**src/rtl/vga2_frame_arbiter.sv**
```systemverilog
// vga2_frame_arbiter: shares one single-port framebuffer RAM between the raster
// fetch path, which keeps a small first-word fall-through pixel FIFO topped up,
// and host pixel writes. The host is held off only while the FIFO is close to
// draining (urgent fetch) or during a frame restart.
module vga2_frame_arbiter #(
    parameter int AddrSize  = 19,
    parameter int FrameSize = 480000,
    parameter int FifoLog   = 3,
    parameter int LowMark   = 2
) (
    input  logic                clock,
    input  logic                reset,
    input  logic                frame_start,
    input  logic                pix_pop,
    output logic [2:0]          pix_rgb,
    output logic                pix_valid,
    output logic                underflow,
    input  logic                host_wr,
    input  logic [AddrSize-1:0] host_addr,
    input  logic [2:0]          host_rgb,
    output logic                host_ready,
    output logic                ram_en,
    output logic                ram_we,
    output logic [AddrSize-1:0] ram_addr,
    output logic [2:0]          ram_wdata,
    input  logic [2:0]          ram_rdata
);

    localparam int Depth = 1 << FifoLog;
    localparam int CntW  = FifoLog + 1;

    // One extra bit so occupancy + inflight can never wrap.
    typedef logic [CntW:0] level_t;

    typedef enum logic [1:0] {
        OP_IDLE,
        OP_FETCH,
        OP_WRITE
    } op_e;

    logic [2:0]          fifo_q [Depth];
    logic [2:0]          fifo_d [Depth];
    logic [FifoLog-1:0]  rd_ptr_q, rd_ptr_d;
    logic [FifoLog-1:0]  wr_ptr_q, wr_ptr_d;
    logic [CntW-1:0]     count_q, count_d;
    logic                inflight_q, inflight_d;
    logic                underflow_q, underflow_d;
    logic [AddrSize-1:0] fetch_addr_q, fetch_addr_d;

    level_t level;
    logic   need;
    logic   urgent;
    op_e    op;
    logic   push;
    logic   pop_ok;
    logic   pop_bad;

    // Fill level counts the read already issued so the FIFO can never overfill.
    always_comb begin
        level  = level_t'(count_q) + level_t'(inflight_q);
        need   = (level < level_t'(Depth));
        urgent = need && (level <= level_t'(LowMark));
    end

    // Host handshake is independent of host_wr so the host can look before it leaps.
    always_comb begin
        host_ready = !urgent && !frame_start && !reset;
    end

    // Per-cycle arbitration: urgent fetch, then host write, then opportunistic fetch.
    always_comb begin
        op = OP_IDLE;
        if (!reset && !frame_start) begin
            if (urgent)
                op = OP_FETCH;
            else if (host_wr && host_ready)
                op = OP_WRITE;
            else if (need)
                op = OP_FETCH;
        end
    end

    // RAM port is driven straight from the arbitration result; idle drives zeros.
    always_comb begin
        ram_en    = (op != OP_IDLE);
        ram_we    = (op == OP_WRITE);
        ram_addr  = '0;
        ram_wdata = '0;
        if (op == OP_FETCH) begin
            ram_addr = fetch_addr_q;
        end else if (op == OP_WRITE) begin
            ram_addr  = host_addr;
            ram_wdata = host_rgb;
        end
    end

    // Display side view of the FIFO head; pix_rgb holds while the FIFO is empty.
    always_comb begin
        pix_valid = (count_q != '0);
        pix_rgb   = fifo_q[rd_ptr_q];
        underflow = underflow_q;
    end

    // Next-state for FIFO, fetch pointer and sticky underflow; frame_start flushes everything.
    always_comb begin
        // NOTE: every variable gets a default first so no path leaves it unassigned (no latch).
        fifo_d       = fifo_q;
        rd_ptr_d     = rd_ptr_q;
        wr_ptr_d     = wr_ptr_q;
        count_d      = count_q;
        inflight_d   = 1'b0;
        fetch_addr_d = fetch_addr_q;

        push    = inflight_q && !frame_start;
        pop_ok  = pix_pop && !frame_start && (count_q != '0);
        pop_bad = pix_pop && !frame_start && (count_q == '0);

        underflow_d = underflow_q || pop_bad;

        if (frame_start) begin
            rd_ptr_d     = '0;
            wr_ptr_d     = '0;
            count_d      = '0;
            fetch_addr_d = '0;
        end else begin
            if (push) begin
                fifo_d[wr_ptr_q] = ram_rdata;
                wr_ptr_d         = wr_ptr_q + 1'b1;
            end
            if (pop_ok)
                rd_ptr_d = rd_ptr_q + 1'b1;

            case ({push, pop_ok})
                2'b10:   count_d = count_q + 1'b1;
                2'b01:   count_d = count_q - 1'b1;
                default: count_d = count_q;
            endcase

            if (op == OP_FETCH) begin
                inflight_d = 1'b1;
                if (fetch_addr_q == AddrSize'(FrameSize - 1))
                    fetch_addr_d = '0;
                else
                    fetch_addr_d = fetch_addr_q + 1'b1;
            end
        end
    end

    // State registers; reset also clears in-flight so a read abandoned by reset is never pushed.
    always_ff @(posedge clock or posedge reset) begin
        if (reset) begin
            // NOTE: the FIFO storage is reset too, so pix_rgb reads a defined 0 while empty.
            for (int i = 0; i < Depth; i++)
                fifo_q[i] <= '0;
            rd_ptr_q     <= '0;
            wr_ptr_q     <= '0;
            count_q      <= '0;
            inflight_q   <= 1'b0;
            underflow_q  <= 1'b0;
            fetch_addr_q <= '0;
        end else begin
            // NOTE: non-blocking assignments so every register samples pre-edge values.
            fifo_q       <= fifo_d;
            rd_ptr_q     <= rd_ptr_d;
            wr_ptr_q     <= wr_ptr_d;
            count_q      <= count_d;
            inflight_q   <= inflight_d;
            underflow_q  <= underflow_d;
            fetch_addr_q <= fetch_addr_d;
        end
    end

endmodule
```
**config.mk**
```make
export PLATFORM = sky130hd
export DESIGN_NAME = vga2_frame_arbiter
export DESIGN_NICKNAME = d
export VERILOG_FILES = /design/src/rtl/vga2_frame_arbiter.sv
export SDC_FILE = /design/constraint.sdc
export NUM_CORES = 1
export LEC_CHECK = 0
export BUFFER_PORTS_ARGS = -buffer_cell sky130_fd_sc_hd__buf_2
export CORE_UTILIZATION = 50
export CTS_CLUSTER_DIAMETER = 150
export DETAILED_ROUTE_END_ITERATION = 6
export GPL_ROUTABILITY_DRIVEN = 0
export GPL_TIMING_DRIVEN = 1
export MAX_ROUTING_LAYER = met4
export PLACE_DENSITY = 0.76
export RECOVER_POWER = 50
export SLEW_MARGIN = 20
export SYNTH_ARGS = -nofsm -noshare
export SYNTH_HDL_FRONTEND = slang
export SYNTH_SLANG_ARGS = --single-unit
```
**constraint.sdc**
```tcl
create_clock -name clock -period 2.4 [get_ports clock]
set_clock_uncertainty 0.2 [all_clocks]
set_input_delay 0.24 -clock clock [delete_from_list [all_inputs] [get_ports clock]]
set_output_delay 0.24 -clock clock [all_outputs]
set_load 0.01 [all_outputs]
```
==> flow_metrics.py, run 1 <==
metrics = {
    "logic_synthesis": {
        "syn_nets": 342,
        "synth_ff_type": "dfrtp_1",
        "yosys_warnings": 0,
        "synthArstFlopShare": 1.000,
        "ys_seq_area_frac": 0.4264,
        "synth_edf_count": 0,
        "ys_seq_elements": 55,
        "netlist_instances": 304,
        "synth_cell_types": 49,
        "avgSynthCellArea_um2": 10.62,
        "syn_area_um2": 3228,
    },
    "detailed_routing": {
        "vias_per_cell": 6.149,
        "drt_pre_antenna_iters": 5,
        "wl_per_cell_um": 17.91,
        "initialDrtViolationCount": 317,
        "drcViolationCount": 0,
        "drt_wl_total_um": 8401,
        "ant_nets": 0,
        "routed-via-count": 2884,
    },
    "final_layout": {
        "layout.nets": 431,
        "antenna_cells": 0,
        "layout-drive-gt1-share": 0.4239,
        "syn_to_final_growth_pct": 28.49,
        "final_util": 0.6844,
        "fin_cells": 469,
    },
    "clock_network": {
        "cts.sinks": 55,
        "cts.path.max_buffers": 2,
        "htree_levels": 2,
        "path_clk_slew_ns": 0.11,
        "clkLatencyLatePin_ns": 0.32,
        "numCtsBuffers": 5,
        "tritoncts": "yes",
        "ctsRootBufferMaster": "clkbuf_8",
    },
    "power": {
        "peakVddDrop_mv": 0.3292,
        "power_density_nw_per_um2": 529.8,
        "p_leak_nw": 1.945,
        "power_w": 0.002197,
    },
    "floorplanning": {
        "core-area_um2": 6061,
        "fp.dieH_um": 82.35,
        "initial_core_util": 0.5326,
        "rows": 28,
        "dieArea_um2": 6782,
        "dieWidth_um": 82.35,
        "io_pins": 60,
    },
    "critical_path": {
        "start_kind": "flop",
        "crit_type": "reg -> out",
        "cp.required_ns": 1.96,
        "worst-path-buf-inv": 2,
        "cp.arrival_ns": 2.42,
        "crit_fanout": 8,
        "critPathCaptureType": "output port",
        "crit_family": "simple AND/OR/NAND/NOR gates",
        "worst_path_max_delay_cell": "or4_4",
        "slowest_delay_ns": 0.64,
        "path_cells": "ha_4, ha_4, and2b_1, a41oi_2, or4_4, inv_12, a22o_1, buf_2",
        "crit_top_cell": "ha_4",
    },
    "placement": {
        "io_buffers": 59,
        "dp_slack_ns": -0.2309,
        "numPlacedInstances": 453,
        "dpl.hpwl_um": 5579,
    },
    "global_route": {
        "antenna_found_initial": 0,
        "grt_pass1_wl_um": 13790,
        "grt.overflow.total": 0,
        "grt_max_degree": 45,
        "grt_pass1_vias": 2814,
        "grt_usage": 0.2837,
    },
    "sta": {
        "hold_ws_ns": 0.01579,
        "fmax_ghz": 0.3491,
        "tightestPinTransition_ns": 0.9532,
        "period_minus_slack_ns": 2.865,
        "timing.final.ws_setup_ns": -0.4647,
        "min_period_over_period": 1.194,
        "setup_viol": 44,
        "hold_viol": 0,
        "final_max_slew_viol_count": 0,
        "rsz0062_at_grt": "yes",
        "slew_headroom": 0.3645,
    },
    "outcome": {
        "failed_checks": "negative setup slack",
        "outcome": "finished with violations",
    },
    "job": {
        "drv_cap": 0,
    },
    "min_path": {
        "hold_path.class": "in -> reg",
    },
}
[registers in the layout, summed over array words and instances (netlist names)]
register	cells
fifo_q	24
underflow	1
count_q	4
wr_ptr_q	3
fetch_addr_q	19
inflight_q	1
rd_ptr_q	3
[repair_timing]
item,CTS,global route
setup endpoints to repair,47,46
cloned,3,0
setup buffers,5,1
pin swaps,16,9
hold buffers,1,0
hold endpoints to repair,11,0
resized for setup,40,4
[path summary, 6_finish.rpt]
check	from	endpoint	slack, ns	cells after the start
max reg2reg	count_q[0]$_DFFE_PP0P_	fetch_addr_q[15]$_DFFE_PP0P_	-0.29	10
min	frame_start	rd_ptr_q[2]$_DFFE_PP0P_	0.02	2
max	count_q[0]$_DFFE_PP0P_	ram_addr[0]	-0.46	8
min reg2reg	underflow$_DFF_PP0_	underflow$_DFF_PP0_	0.30	1
min in group asynchronous	reset	count_q[1]$_DFFE_PP0P_	0.34	3
max in group asynchronous	reset	count_q[0]$_DFFE_PP0P_	0.32	4
[Yosys cell counts, types with 2 or more instances]
cell type | number | share of area
mux4_2 | 6 | 0.042
and2_1 | 2 | 0.0039
a22o_1 | 22 | 0.060
o211ai_1 | 5 | 0.012
clkbuf_1 | 9 | 0.010
ha_1 | 7 | 0.027
and3_1 | 8 | 0.016
o21ai_0 | 11 | 0.017
mux2_2 | 29 | 0.10
nor4_1 | 3 | 0.0058
inv_1 | 15 | 0.017
dfrtp_1 | 55 | 0.43
nor2_1 | 12 | 0.014
nand3_1 | 15 | 0.023
nor2b_1 | 2 | 0.0039
or3_1 | 2 | 0.0039
nor3_1 | 4 | 0.0062
nand4_1 | 8 | 0.016
a21o_1 | 5 | 0.012
a31oi_1 | 16 | 0.031
buf_2 | 3 | 0.0046
a21oi_1 | 9 | 0.014
buf_4 | 3 | 0.0070
nand4b_1 | 2 | 0.0054
xor2_1 | 3 | 0.0081
nor3b_1 | 2 | 0.0046
mux2i_1 | 4 | 0.012
nand2_1 | 14 | 0.016
nand3b_1 | 4 | 0.0093
o31a_1 | 2 | 0.0054
a41oi_1 | 2 | 0.0054
xnor2_1 | 3 | 0.0081
[kinds of logic after synthesis]
group | count (synthesis) | share of synthesized area
xor gates and xnor gates | 6 | 0.01628
AOI/OAI and AO/OA | 78 | 0.1733
muxes | 39 | 0.1554
DFF | 55 | 0.4264
and+or+nand+nor | 86 | 0.1512
buffers and inverters | 32 | 0.04418
adders and majority gates | 8 | 0.03333
[stage by stage]
step	instance area, µm²	setup TNS (ns)
global placement	3846	-4.412
floorplan	3298	-2.499
detailed placement	3846	-5.999
finish	4148	-13.46
CTS	4154	-11.73
global route	4148	-16.61
[placed cells by master, fill, tap and decap left out, types with 6 or more instances in the layout]
cell / count
buf_2: 54
a22o_1: 22
nand3_1: 12
a31oi_1: 15
buf_6: 13
nor2_1: 12
buf_4: 25
mux4_2: 6
mux2_2: 29
o21ai_1: 6
nand2_1: 13
nand4_1: 8
inv_1: 14
dfrtp_1: 53
[where the power goes]
group / leakage (nW) / total, W / internal (W) / switching [W]
Combinational: 1.15 / 0.000554 / 0.000292 / 0.000261
Sequential: 0.740 / 0.00108 / 0.00100 / 0.0000774
Clock: 0.0522 / 0.000563 / 0.000222 / 0.000341
[area by class of cell]
| class | instances | area [µm²] |
|---|---|---|
| timing repair buffer | 95 | 621.8 |
| sequential | 55 | 1379 |
| inverter | 16 | 72.57 |
| tap | 75 | 93.84 |
| fill | 442 | 1913 |
| multi-input combinational | 218 | 1861 |
| clock inverter | 3 | 31.28 |
| timing repair inverter | 2 | 20.02 |
| clock buffer | 5 | 68.82 |
[metal layers]
| metal | vias up | wire length (µm) | global-route usage |
|---|---|---|---|
| met5 | - | 0 | - |
| met4 | 0 | 133 | 0.09474 |
| met3 | 23 | 480 | 0.04615 |
| met2 | 113 | 4054 | 0.4364 |
| met1 | 1411 | 3732 | 0.3830 |
| li1 | 1337 | - | - |
[worst reg2reg max path, cell delays in order (launching register included)]
cell and delay (ns):
dfrtp_2 0.44, ha_4 0.17, ha_4 0.15, and2b_1 0.20, a41oi_2 0.11, or4_4 0.64, inv_8 0.12, buf_4 0.18
buf_6 0.14, o211ai_1 0.09, a31oi_1 0.18
No activity file was read; power rests on OpenSTA's default activity.
==> run 2, diff against run 1 <==
- CORE_MARGIN: default -> 2
- RECOVER_POWER: 50 -> default
- SETUP_SLACK_MARGIN: default -> 0.1
==> run 2 against run 1 <==
Sequential power hardly changed; highest routed layer unchanged; routed wire length is 6.4% higher; combinational power is 32% higher; the flow still finishes with violations (negative setup slack).
==> flow_metrics.py, run 2 (synthesized netlist as in run 1, its figures left out) <==
metrics = {
    "sta": {
        "period_minus_slack_ns": 2.865,
        "slew_headroom": 0.6001,
        "timing.final.ws_setup_ns": -0.4652,
        "setup_viol": 44,
        "rsz0062_at_grt": "yes",
        "final_max_slew_viol_count": 0,
        "hold_viol": 0,
        "fmax_ghz": 0.3490,
        "tightestPinTransition_ns": 0.5989,
        "hold_ws_ns": 0.05671,
        "min_period_over_period": 1.194,
    },
    "final_layout": {
        "final_util": 0.7029,
        "final_common_cell": "dfrtp_1",
        "fin_cells": 484,
        "multiInputGateArea_um2": 1912,
        "regMostFlops": "fifo_q",
        "fillCellCount": 473,
        "largest_register_ffs": 24,
        "ff_latch_area_um2": 1381,
        "syn_to_final_growth_pct": 37.48,
        "most-common-layout-cells": "51 x dfrtp_1, 49 x buf_2, 28 x buf_4",
        "antenna_cells": 0,
        "layout-drive-gt1-share": 0.4693,
        "layout.nets": 444,
        "top_regs": "fifo_q x24, fetch_addr_q x19, count_q x4",
        "finalInstanceArea_um2": 4438,
    },
    "critical_path": {
        "crit_fanout": 5,
        "cp-endpoint": "ram_addr[18]",
        "reg2reg_depth": 12,
        "r2r_start": "count_q[0]$_DFFE_PP0P_",
        "crit_cells": 10,
        "slowest_delay_ns": 0.44,
        "crit_type": "reg -> out",
        "cp.required_ns": 1.96,
        "crit_start": "count_q[0]$_DFFE_PP0P_",
        "crit_top_cell": "ha_4",
        "worst-path-buf-inv": 3,
        "crit_family": "compound AO/OA/AOI/OAI gates",
        "cp.arrival_ns": 2.43,
        "critPathCaptureType": "output port",
        "worst_path_max_delay_cell": "dfrtp_2",
        "path_cells": "ha_4, ha_4, and2b_1, a41oi_2, buf_4, o21a_1, and2_4, clkbuf_16, a22o_1, buf_2",
        "start_kind": "flop",
        "ff2ff_setup_slack_ns": -0.43,
        "r2r_end": "fetch_addr_q[12]$_DFFE_PP0P_",
    },
    "detailed_routing": {
        "wl_per_cell_um": 18.46,
        "drt_pre_antenna_iters": 4,
        "initialDrtViolationCount": 155,
        "drt_wl_total_um": 8936,
        "ant_nets": 0,
        "vias_per_cell": 6.083,
        "drcViolationCount": 0,
        "routed-via-count": 2944,
    },
    "clock_network": {
        "clkLatencyLatePin_ns": 0.31,
        "ctsRootBufferMaster": "clkbuf_8",
        "cts.sinks": 55,
        "cts.path.max_buffers": 2,
        "path_clk_slew_ns": 0.11,
        "tritoncts": "yes",
        "numCtsBuffers": 5,
        "htree_levels": 2,
    },
    "floorplanning": {
        "initial_core_util": 0.5113,
        "rows": 29,
        "core-area_um2": 6314,
        "dieWidth_um": 84.35,
        "dieArea_um2": 7115,
        "io_pins": 60,
        "fp.dieH_um": 84.35,
    },
    "job": {
        "drv_cap": 0,
    },
    "power": {
        "power_density_nw_per_um2": 532.9,
        "p_leak_nw": 2.054,
        "peakVddDrop_mv": 0.4058,
        "power_w": 0.002365,
    },
    "min_path": {
        "holdPathStages": 2,
        "hold_path.class": "in -> reg",
        "min_from": "ram_rdata[0]",
    },
    "global_route": {
        "grt_max_degree": 28,
        "antenna_found_initial": 0,
        "grt_pass1_vias": 2937,
        "grt.overflow.total": 0,
        "grt_pass1_wl_um": 14570,
        "grt_usage": 0.2623,
    },
    "placement": {
        "numPlacedInstances": 454,
        "placed_cell_area_um2": 3846,
        "io_buffers": 59,
        "dpl.hpwl_um": 5622,
    },
    "outcome": {
        "failed_checks": "negative setup slack",
        "outcome": "finished with violations",
    },
}
## run 2: cell types whose count changed in the layout (fill, tap and decap cells not counted), moves of 2 or more
cell / previous run / this run
clkbuf_1: 2 / 0
inv_2: 1 / 3
mux2_4: 0 / 4
ha_1: 5 / 3
buf_6: 13 / 27
buf_2: 54 / 49
inv_1: 14 / 12
ha_4: 2 / 4
mux2_2: 29 / 25
buf_4: 25 / 28
dfrtp_2: 2 / 4
dfrtp_1: 53 / 51
## run 2: report_power, final
group / leakage [nW] / internal, W / switching, W / total, W
Combinational: 1.27 / 0.000425 / 0.000308 / 0.000733
Clock: 0.0467 / 0.000217 / 0.000335 / 0.000552
Sequential: 0.737 / 0.00100 / 0.0000762 / 0.00108
Total: 2.05 / 0.00165 / 0.000719 / 0.00237
## run 2: area by class of cell
| class | instances | share of cell area |
|---|---|---|
| Timing Repair Buffer | 109 | 0.1931 |
| Sequential cell | 55 | 0.3112 |
| Multi-Input combinational cell | 217 | 0.4308 |
| Clock buffer | 5 | 0.01551 |
| Timing Repair inverter | 2 | 0.005075 |
| Tap cell | 77 | 0.02171 |
| Clock inverter | 3 | 0.006202 |
| Inverter | 16 | 0.01635 |
## run 2: worst min path at each step
stage and endpoint:
3_3_place_gp fetch_addr_q[18]$_DFFE_PP0P_, 6_report fifo_q[18]$_DFFE_PP0P_, 3_5_place_dp underflow$_DFF_PP0_, 5_1_grt fifo_q[22]$_DFFE_PP0P_, 4_1_cts fifo_q[18]$_DFFE_PP0P_, 2_1_floorplan fifo_q[10]$_DFFE_PP0P_
## run 2: metrics by stage
stage	setup WS, ns	setup TNS, ns
after floorplan	-0.1130	-2.528
after global placement	-0.1768	-5.048
after detailed placement	-0.2328	-6.552
after CTS	-0.4621	-12.63
after global routing	-0.5588	-18.67
final	-0.4652	-14.81
## run 2: timing repair
action / 4_1_cts / 5_1_grt
hold buffers: 1 / 0
gates resized for setup: 42 / 29
endpoints found under the hold margin: 25 / 0
pin swaps: 12 / 16
setup buffers: 14 / 8
cloned: 3 / 1
endpoints found under the setup margin: 48 / 52
## run 2: metal layers
| layer | vias to the layer above | share of wire | GRT usage |
|---|---|---|---|
| li1 | 1374 | - | - |
| met1 | 1462 | 0.41 | 0.3276 |
| met2 | 100 | 0.54 | 0.4502 |
| met3 | 8 | 0.038 | 0.03147 |
| met4 | 0 | 0.0097 | 0.07792 |
| met5 | - | 0 | - |
